<file path="config.mk">
export PLATFORM = sky130hd
export DESIGN_NAME = rr_arb_mux
export DESIGN_NICKNAME = d
export VERILOG_FILES = /design/src/rtl/rr_arb_mux.sv
export SDC_FILE = /design/constraint.sdc
export NUM_CORES = 1
export LEC_CHECK = 0
export CORE_MARGIN = 5
export CORE_UTILIZATION = 28
export DETAILED_ROUTE_END_ITERATION = 8
export PLACE_DENSITY = 0.69
export SYNTH_ARGS = -nofsm -noshare
export SYNTH_HDL_FRONTEND = slang
export SYNTH_SLANG_ARGS = --single-unit
</file>
<file path="constraint.sdc">
create_clock -name clk_i -period 3.1 [get_ports clk_i]
set_input_delay 0.62 -clock clk_i [delete_from_list [all_inputs] [get_ports clk_i]]
set_output_delay 0.62 -clock clk_i [all_outputs]
set_load 0.1 [all_outputs]
</file>
<file path="src/rtl/rr_arb_mux.sv">
// rr_arb_mux: N-channel arbitrating multiplexer with a single registered,
// valid/ready-handshaked output stage. The grant is round-robin
// (mode_i=0) or fixed priority with the lowest index winning (mode_i=1).
// Optional feature macro: RR_ARB_MUX_STALL_CNT_EN. It adds the stall_cnt_o
// output, a saturating count of cycles spent in valid_o && !ready_i.
module rr_arb_mux #(
    parameter int NUM_CH = 4,
    parameter int DATA_W = 32
) (
    input  logic                          clk_i,
    input  logic                          rst_ni,
    input  logic                          mode_i,
    input  logic [NUM_CH-1:0]             valid_i,
    input  logic [NUM_CH*DATA_W-1:0]      data_i,
    output logic [NUM_CH-1:0]             ready_o,
    output logic                          valid_o,
    output logic [DATA_W-1:0]             data_o,
    output logic [$clog2(NUM_CH)-1:0]     ch_o,
    input  logic                          ready_i
`ifdef RR_ARB_MUX_STALL_CNT_EN
    ,
    output logic [31:0]                   stall_cnt_o
`endif
);

    localparam int IDX_W = $clog2(NUM_CH);

    logic                 valid_reg;
    logic [DATA_W-1:0]    data_reg;
    logic [IDX_W-1:0]     ch_reg;
    logic [IDX_W-1:0]     ptr_reg;

    logic                 free;
    logic                 load;
    logic [IDX_W-1:0]     grant_rr;
    logic [IDX_W-1:0]     grant_fp;
    logic [IDX_W-1:0]     grant;
    logic [DATA_W-1:0]    ch_data [NUM_CH];

    // Split the flattened input bus into per-channel words
    for (genvar gi = 0; gi < NUM_CH; gi++) begin : g_unpack
        assign ch_data[gi] = data_i[gi*DATA_W +: DATA_W];
    end

    // The output register can take a new word when empty or being drained
    assign free = !valid_reg || ready_i;
    assign load = free && (|valid_i);

    // Round-robin search: first requester at or after the pointer, wrapping
    always_comb begin
        int  sum;
        logic found;
        grant_rr = '0;
        found    = 1'b0;
        for (int i = 0; i < NUM_CH; i++) begin
            sum = int'(ptr_reg) + i;
            if (sum >= NUM_CH) begin
                sum = sum - NUM_CH;
            end
            if (!found && valid_i[sum]) begin
                found    = 1'b1;
                grant_rr = IDX_W'(sum);
            end
        end
    end

    // Fixed priority: scanning downwards leaves the lowest requester last
    always_comb begin
        grant_fp = '0;
        for (int i = NUM_CH - 1; i >= 0; i--) begin
            if (valid_i[i]) begin
                grant_fp = IDX_W'(i);
            end
        end
    end

    assign grant = mode_i ? grant_fp : grant_rr;

    // One-hot accept for the granted channel, only when a load happens
    for (genvar gi = 0; gi < NUM_CH; gi++) begin : g_ready
        assign ready_o[gi] = load && (grant == IDX_W'(gi));
    end

    // Output stage and round-robin pointer; the pointer moves only on a load
    always_ff @(posedge clk_i or negedge rst_ni) begin
        if (!rst_ni) begin
            valid_reg <= 1'b0;
            data_reg  <= '0;
            ch_reg    <= '0;
            ptr_reg   <= '0;
        end else if (load) begin
            valid_reg <= 1'b1;
            data_reg  <= ch_data[grant];
            ch_reg    <= grant;
            if (!mode_i) begin
                ptr_reg <= (grant == IDX_W'(NUM_CH - 1)) ? '0 : grant + IDX_W'(1);
            end
        end else if (free) begin
            valid_reg <= 1'b0;
        end
    end

    assign valid_o = valid_reg;
    assign data_o  = data_reg;
    assign ch_o    = ch_reg;

`ifdef RR_ARB_MUX_STALL_CNT_EN
    logic [31:0] stall_cnt_reg;

    // Saturating count of downstream-stalled cycles
    always_ff @(posedge clk_i or negedge rst_ni) begin
        if (!rst_ni) begin
            stall_cnt_reg <= '0;
        end else if (valid_reg && !ready_i && (stall_cnt_reg != 32'hFFFF_FFFF)) begin
            stall_cnt_reg <= stall_cnt_reg + 32'd1;
        end
    end

    assign stall_cnt_o = stall_cnt_reg;
`endif

endmodule

</file>
==> results.ini, run 1 <==
[outcome]
outcome=complete, no violations

[cells_and_area]
n_antenna_cell=0
num-fill-cells=801
largest_register_ffs=32
layout.nets=536
area_growth_pct=78.80
final_layout_size_suffix_gt1_frac=0.2050
final_area_mm2=0.004358

[setup_path]
path_class=in2out
critical_path.max_stage_delay_ns=0.48
cp.required_ns=2.48
rrSetupSlack_ns=1.00
end_kind=primary output
crit_cells=7
critPathTopFamily=buffers and inverters
path_cells=clkdlybuf4s50_1 > and4bb_1 > o311a_1 > a31oi_4 > ha_1 > and2_2 > buf_12
r2r_end=data_o[26]$_DFFE_PN0P_
reg2reg_from=ptr_reg[1]$_DFFE_PN0P_
rr_worst_depth=6
slowest_stage=clkdlybuf4s50_1
arrival_ns=2.41
critPathLaunchType=input pin
worst-path-buf-inv=2
crit_path_max_fanout=3

[cts]
clk_latency_ns=0.28
cts_root_buffer=clkbuf_8
ctsLongestPathBuffers=2
ctsHoldBuffers=0
clkTransAtPathRegs_ns=0.08
cts-buffers-inserted=5
cts-htree-levels=2
cts_sinks=37
post_cts_buffers=0
cts_resized=0
cts_tree=yes

[routing]
drc=0
drt_iter0_markers=41
wl_per_cell_um=16.30
drtPass1Iterations=4
vias=2447
wirelength_um=8278
ant_nets=0
vias_per_cell=4.817

[synthesis]
async_reset_ff_frac=1.000
ys.flop_type=dfrtp_1
ys_seq_area_frac=0.3799
synth_cell_type_count=34
synth_warnings=0
ys_ff_latch=37
syn_area_per_cell_um2=10.74
synth_nets=364
syn_inst=227
synth_area_mm2=0.002437
synth_edf_count=0

[timing]
finalWorstSetupSlack_ns=0.07450
slew_viol_final=0
fmax_ghz=0.3305
fin_skew_ns=0.006734
tightestPinTransition_ns=0.8251
setup_viol_count_final=0
relSlewSlack=0.4500
fin_crit_ns=3.026
fin_crit_sh=0.9760
rsz0062_at_grt=no
hold_violations=0

[floorplanning]
start_util=0.2836
die_w_um=103.3
dieArea_mm2=0.01067
row_count=34
core_area_mm2=0.008593
ioPinCount=175
die_height_um=103.3

[power_and_ir_drop]
p_sw_frac=0.5284
leakagePower_nw=1.850
irDropWorstVdd_mv=0.2613
p_clk_frac=0.119
power.internal_mw=1.296
powerDensity_mw_per_mm2=630.4
seq_power_share=0.242
p_comb_frac=0.639
p_switching_mw=1.452

[placed_design]
dp_hpwl_um=6571
dp_slack_ns=0.04960
gp_congestion=0.8500
port_buffers=174
dpl_cell_area_mm2=0.004265

[global_routing]
grt_pass1_wl_um=12420
grt_usage=0.1470
grt_pass1_vias=2504
antenna_found_initial=0
gr-total-overflow=0
grt_max_degree=40

[flow_run]
cap_viol_max_count=0

[min_path]
holdCritPathClass=in2async

-- per-stage QoR --
step                      hold WS [ns]  cells  setup TNS (ns)  utilization  power [mW]
after floorplan                 0.3244    227        -0.09803            -       1.934
after global placement          0.4682    500               0       0.4964       2.425
after detailed placement        0.4716    500               0       0.4964       2.440
after CTS                       0.4671    508               0       0.5060       2.773
after global routing            0.4992    508               0       0.5071       2.876
final                           0.4325    508               0       0.5071       2.747
-- area by class of cell --
| class | count | area [um^2] | area share |
|---|---|---|---|
| tap | 108 | 135.1 | 0.03101 |
| multi-input combinational | 164 | 1398 | 0.3207 |
| timing repair buffer | 186 | 1798 | 0.4126 |
| clock buffer | 6 | 72.57 | 0.01665 |
| sequential | 37 | 925.9 | 0.2125 |
| inverter | 5 | 18.77 | 0.004307 |
| clock inverter | 2 | 10.01 | 0.002297 |
-- synthesized netlist by cell type, types with 3 or more instances --
| cell type | number | area share |
|---|---|---|
| mux2i_1 | 64 | 0.26 |
| o221ai_1 | 22 | 0.079 |
| buf_6 | 4 | 0.018 |
| nand2_1 | 36 | 0.055 |
| inv_1 | 4 | 0.0062 |
| buf_2 | 8 | 0.016 |
| nand2b_1 | 3 | 0.0077 |
| buf_4 | 4 | 0.012 |
| o221ai_2 | 10 | 0.062 |
| nor2_1 | 3 | 0.0046 |
| o21ai_0 | 6 | 0.012 |
| dfrtp_1 | 37 | 0.38 |
-- cell usage in the layout, fill, tap and decap left out, types with 2 or more instances in the layout --
cell             netlist  final
o221ai_1              22     22
mux2i_1               64     64
buf_12                 0      5
o31ai_1                2      2
clkbuf_8               0      5
buf_4                  4     45
nand2_1               36     36
clkinv_2               0      2
o21ai_0                6      6
nand2b_1               3      2
o22ai_1                2      2
clkdlybuf4s50_1        0    133
inv_2                  1      2
nor2_2                 0      2
o221ai_2              10     10
dfrtp_1               37     37
inv_1                  4      3
-- logic make-up after synthesis --
| kind of cell | count (synthesis) | share of synthesized area |
|---|---|---|
| AO/OA/AOI/OAI | 50 | 0.1961 |
| multiplexers | 64 | 0.2628 |
| buffers and inverters | 26 | 0.06570 |
| adder cells (fa/ha/maj) | 1 | 0.005133 |
| AND/OR/NAND/NOR | 49 | 0.09035 |
| flip-flops | 37 | 0.3799 |
-- power groups by stage --
| stage | registers, mW | logic (mW) | clock network (mW) |
|---|---|---|---|
| 5_1_grt | 0.682 | 1.83 | 0.363 |
| 3_3_place_gp | 0.670 | 1.75 | 0 |
| 2_1_floorplan | 1.46 | 0.472 | 0 |
| 3_5_place_dp | 0.675 | 1.76 | 0 |
| 6_report | 0.666 | 1.76 | 0.326 |
| 4_1_cts | 0.666 | 1.77 | 0.340 |
-- metal layers --
metal / GRT usage / up-vias / routed length, um
li1: - / 1204 / -
met1: 0.1844 / 1137 / 3350
met2: 0.2590 / 102 / 4115
met3: 0.03957 / 4 / 785
met4: 0.02092 / 0 / 27
met5: 0 / - / 0
-- worst max-delay path by stage --
| stage | from | slack, ns | endpoint |
|---|---|---|---|
| CTS | valid_i[1] | 0.03 | ready_o[1] |
| global route | valid_i[0] | 0.002 | ready_o[1] |
| detailed placement | valid_i[1] | 0.05 | ready_o[1] |
| floorplan | mode_i | -0.05 | ready_o[0] |
| finish | valid_i[0] | 0.07 | ready_o[1] |
| global placement | valid_i[1] | 0.08 | ready_o[1] |
Power figures use the tool's default switching activity.
==> inputs of run 2 (changes only) <==
--- a/config.mk
+++ b/config.mk
@@ -5,6 +5,7 @@
 export SDC_FILE = /design/constraint.sdc
 export NUM_CORES = 1
 export LEC_CHECK = 0
+export CAP_MARGIN = 20
 export CORE_MARGIN = 5
 export CORE_UTILIZATION = 28
 export DETAILED_ROUTE_END_ITERATION = 8
==> results of run 2 <==
The final DEF is identical to that of run 1; final timing and power are the same.
==> inputs of run 3 (changes only) <==
==> constraint.sdc (replaced) <==
create_clock -name clk_i -period 3.2 [get_ports clk_i]
set_input_delay 0.64 -clock clk_i [delete_from_list [all_inputs] [get_ports clk_i]]
set_output_delay 0.64 -clock clk_i [all_outputs]
set_load 0.1 [all_outputs]
==> run 3 against run 2 <==
  * Combinational power is 3% lower
  * Die area unchanged
  * Core utilization about the same
  * Critical endpoint unchanged
  * Clock skew down 0.0026 ns
  * Non-clock buffer count stayed put
  * Worst hold slack better by 0.030 ns
  * Routed wire length is 4.1% higher
  * Sequential share of layout area about the same
  * Final cell count stayed put
  * Flip-flop and latch count is the same
  * Register-to-register slack better by 0.13 ns
  * Worst setup slack better by 0.063 ns
==> results.ini, run 3 (same netlist as run 1, synthesis figures left out) <==
[timing]
tightestPinTransition_ns=0.8572  ; +0.03217 ns
fmax_ghz=0.3266
hold_violations=0  ; unchanged
fin_skew_ns=0.004180  ; -0.002555 ns
rsz0062_at_grt=no
holdWs_ns=0.4622  ; +0.02965 ns
relSlewSlack=0.4285  ; -0.02145
setup_tns_ns=0  ; unchanged
slew_viol_final=0  ; unchanged
fin_crit_ns=3.062
fin_crit_sh=0.9570
setup_viol_count_final=0  ; unchanged

[setup_path]
crit_path_max_fanout=3  ; unchanged
rrSetupSlack_ns=1.13  ; +0.13 ns
rr_worst_depth=6  ; unchanged
cp.required_ns=2.56  ; +0.08 ns
slowest_stage=clkdlybuf4s50_1
critPathLaunchType=input pin
path_class=in2out
reg2reg_from=ptr_reg[1]$_DFFE_PN0P_
path_cells=clkdlybuf4s50_1 > and4bb_1 > o311a_1 > a31oi_4 > ha_1 > and2_2 > buf_12
crit_start=valid_i[0]
critical_path.max_stage_delay_ns=0.48  ; about the same
arrival_ns=2.42  ; about the same
endpoint=ready_o[1]
end_kind=primary output
r2r_end=data_o[11]$_DFFE_PN0P_

[cells_and_area]
final_layout_size_suffix_gt1_frac=0.2025  ; -0.002500
area_growth_pct=78.95  ; about the same
layout_common_cells=clkdlybuf4s50_1, mux2i_1, buf_4
final_common_cell=clkdlybuf4s50_1
final_util=0.5076  ; about the same
n_antenna_cell=0  ; unchanged
layout.nets=536  ; unchanged
largest_register_ffs=32  ; unchanged

[global_routing]
gr-total-overflow=0  ; unchanged
antenna_found_initial=0  ; unchanged
grt_max_degree=40  ; unchanged
grt_usage=0.1515  ; +0.004514
grt_pass1_vias=2493  ; -0.44%
grt_pass1_wl_um=12720  ; +2.4%

[cts]
cts_root_buffer=clkbuf_8
clkTransAtPathRegs_ns=0.08  ; about the same
cts_sinks=37  ; unchanged
cts-htree-levels=2  ; unchanged
ctsLongestPathBuffers=2  ; unchanged
cts_tree=yes
cts-buffers-inserted=5  ; unchanged
clk_latency_ns=0.28  ; about the same
ctsHoldBuffers=0  ; unchanged

[floorplanning]
start_util=0.2836  ; unchanged
ioPinCount=175  ; unchanged
row_count=34  ; unchanged
core_area_mm2=0.008593  ; unchanged
die_w_um=103.3  ; unchanged
die_height_um=103.3  ; unchanged
dieArea_mm2=0.01067  ; unchanged

[routing]
ant_nets=0  ; unchanged
wl_per_cell_um=16.96  ; +4.1%
drc=0  ; unchanged
wirelength_um=8618  ; +4.1%
vias=2469  ; +0.90%
drtPass1Iterations=4  ; unchanged
drt_iter0_markers=47  ; +15%
vias_per_cell=4.860  ; +0.90%

[min_path]
holdCritPathClass=in2async

[outcome]
outcome=complete, no violations

[power_and_ir_drop]
leakagePower_nw=1.853  ; +0.21%
powerDensity_mw_per_mm2=613.2  ; -2.7%
irDropWorstVdd_mv=0.3278  ; +25%

[flow_run]
cap_viol_max_count=0  ; unchanged

[placed_design]
gp_congestion=0.8564  ; +0.75%
dp_hpwl_um=6691  ; +1.8%
port_buffers=174  ; unchanged

## run 3: changes by cell type in the layout (fill, tap and decap cells not counted)
| cell | before | now |
|---|---|---|
| buf_12 | 5 | 6 |
| buf_6 | 1 | 0 |
| inv_1 | 3 | 4 |
| inv_2 | 2 | 1 |
| nor2_2 | 2 | 3 |
| nor2_4 | 1 | 0 |
## run 3: power by group
part / switching (mW) / internal (mW) / total (mW)
registers: 0.0698 / 0.578 / 0.648
logic: 1.17 / 0.530 / 1.70
clock network: 0.172 / 0.151 / 0.324
total: 1.42 / 1.26 / 2.67
## run 3: stage by stage
stage,setup slack [ns],total power [mW],cells,area [um^2]
6_report,0.1377,2.674,508,4362
5_1_grt,0.03410,2.790,508,4362
4_1_cts,0.06008,2.696,507,4348
3_5_place_dp,0.07345,2.368,499,4265
3_3_place_gp,0.09076,2.353,499,4265
2_1_floorplan,0.009289,1.872,227,2446
## run 3: worst min-delay path by stage
stage | start | end | slack [ns] | cells after the start
floorplan | rst_ni | ch_o[0]$_DFFE_PN0P_ | 0.34 | 0
finish | rst_ni | data_o[11]$_DFFE_PN0P_ | 0.46 | 1
CTS | rst_ni | data_o[11]$_DFFE_PN0P_ | 0.49 | 1
detailed placement | data_o[17]$_DFFE_PN0P_ | data_o[17]$_DFFE_PN0P_ | 0.48 | 2
global route | data_o[22]$_DFFE_PN0P_ | data_o[22]$_DFFE_PN0P_ | 0.52 | 2
global placement | ch_o[1]$_DFFE_PN0P_ | ch_o[1]$_DFFE_PN0P_ | 0.47 | 2
## run 3: critical path, delay by kind of cell
family / cells / cell delay (ns)
AO/OA/AOI/OAI: 2 / 0.58
adder cells (fa/ha/maj): 1 / 0.18
buffers and inverters: 2 / 0.65
AND/OR/NAND/NOR: 2 / 0.37
## run 3: layout make-up
cell class / instances / area, um^2
multi-input combinational: 164 / 1393
clock inverter: 2 / 10.01
clock buffer: 6 / 72.57
fill: 774 / 4232
tap: 108 / 135.1
sequential: 37 / 925.9
timing repair buffer: 186 / 1807
inverter: 5 / 18.77
## run 3: layer usage
| metal | global-route usage | vias to the layer above | share of wire |
|---|---|---|---|
| met3 | 0.04762 | 6 | 0.095 |
| li1 | - | 1198 | - |
| met1 | 0.1795 | 1169 | 0.39 |
| met5 | 0 | - | 0 |
| met4 | 0.03586 | 0 | 0.0065 |
| met2 | 0.2674 | 96 | 0.51 |
## run 3: timing repair
action,in CTS,in global routing
resized for setup,0,2
setup buffers,0,1
setup endpoints to repair,0,3
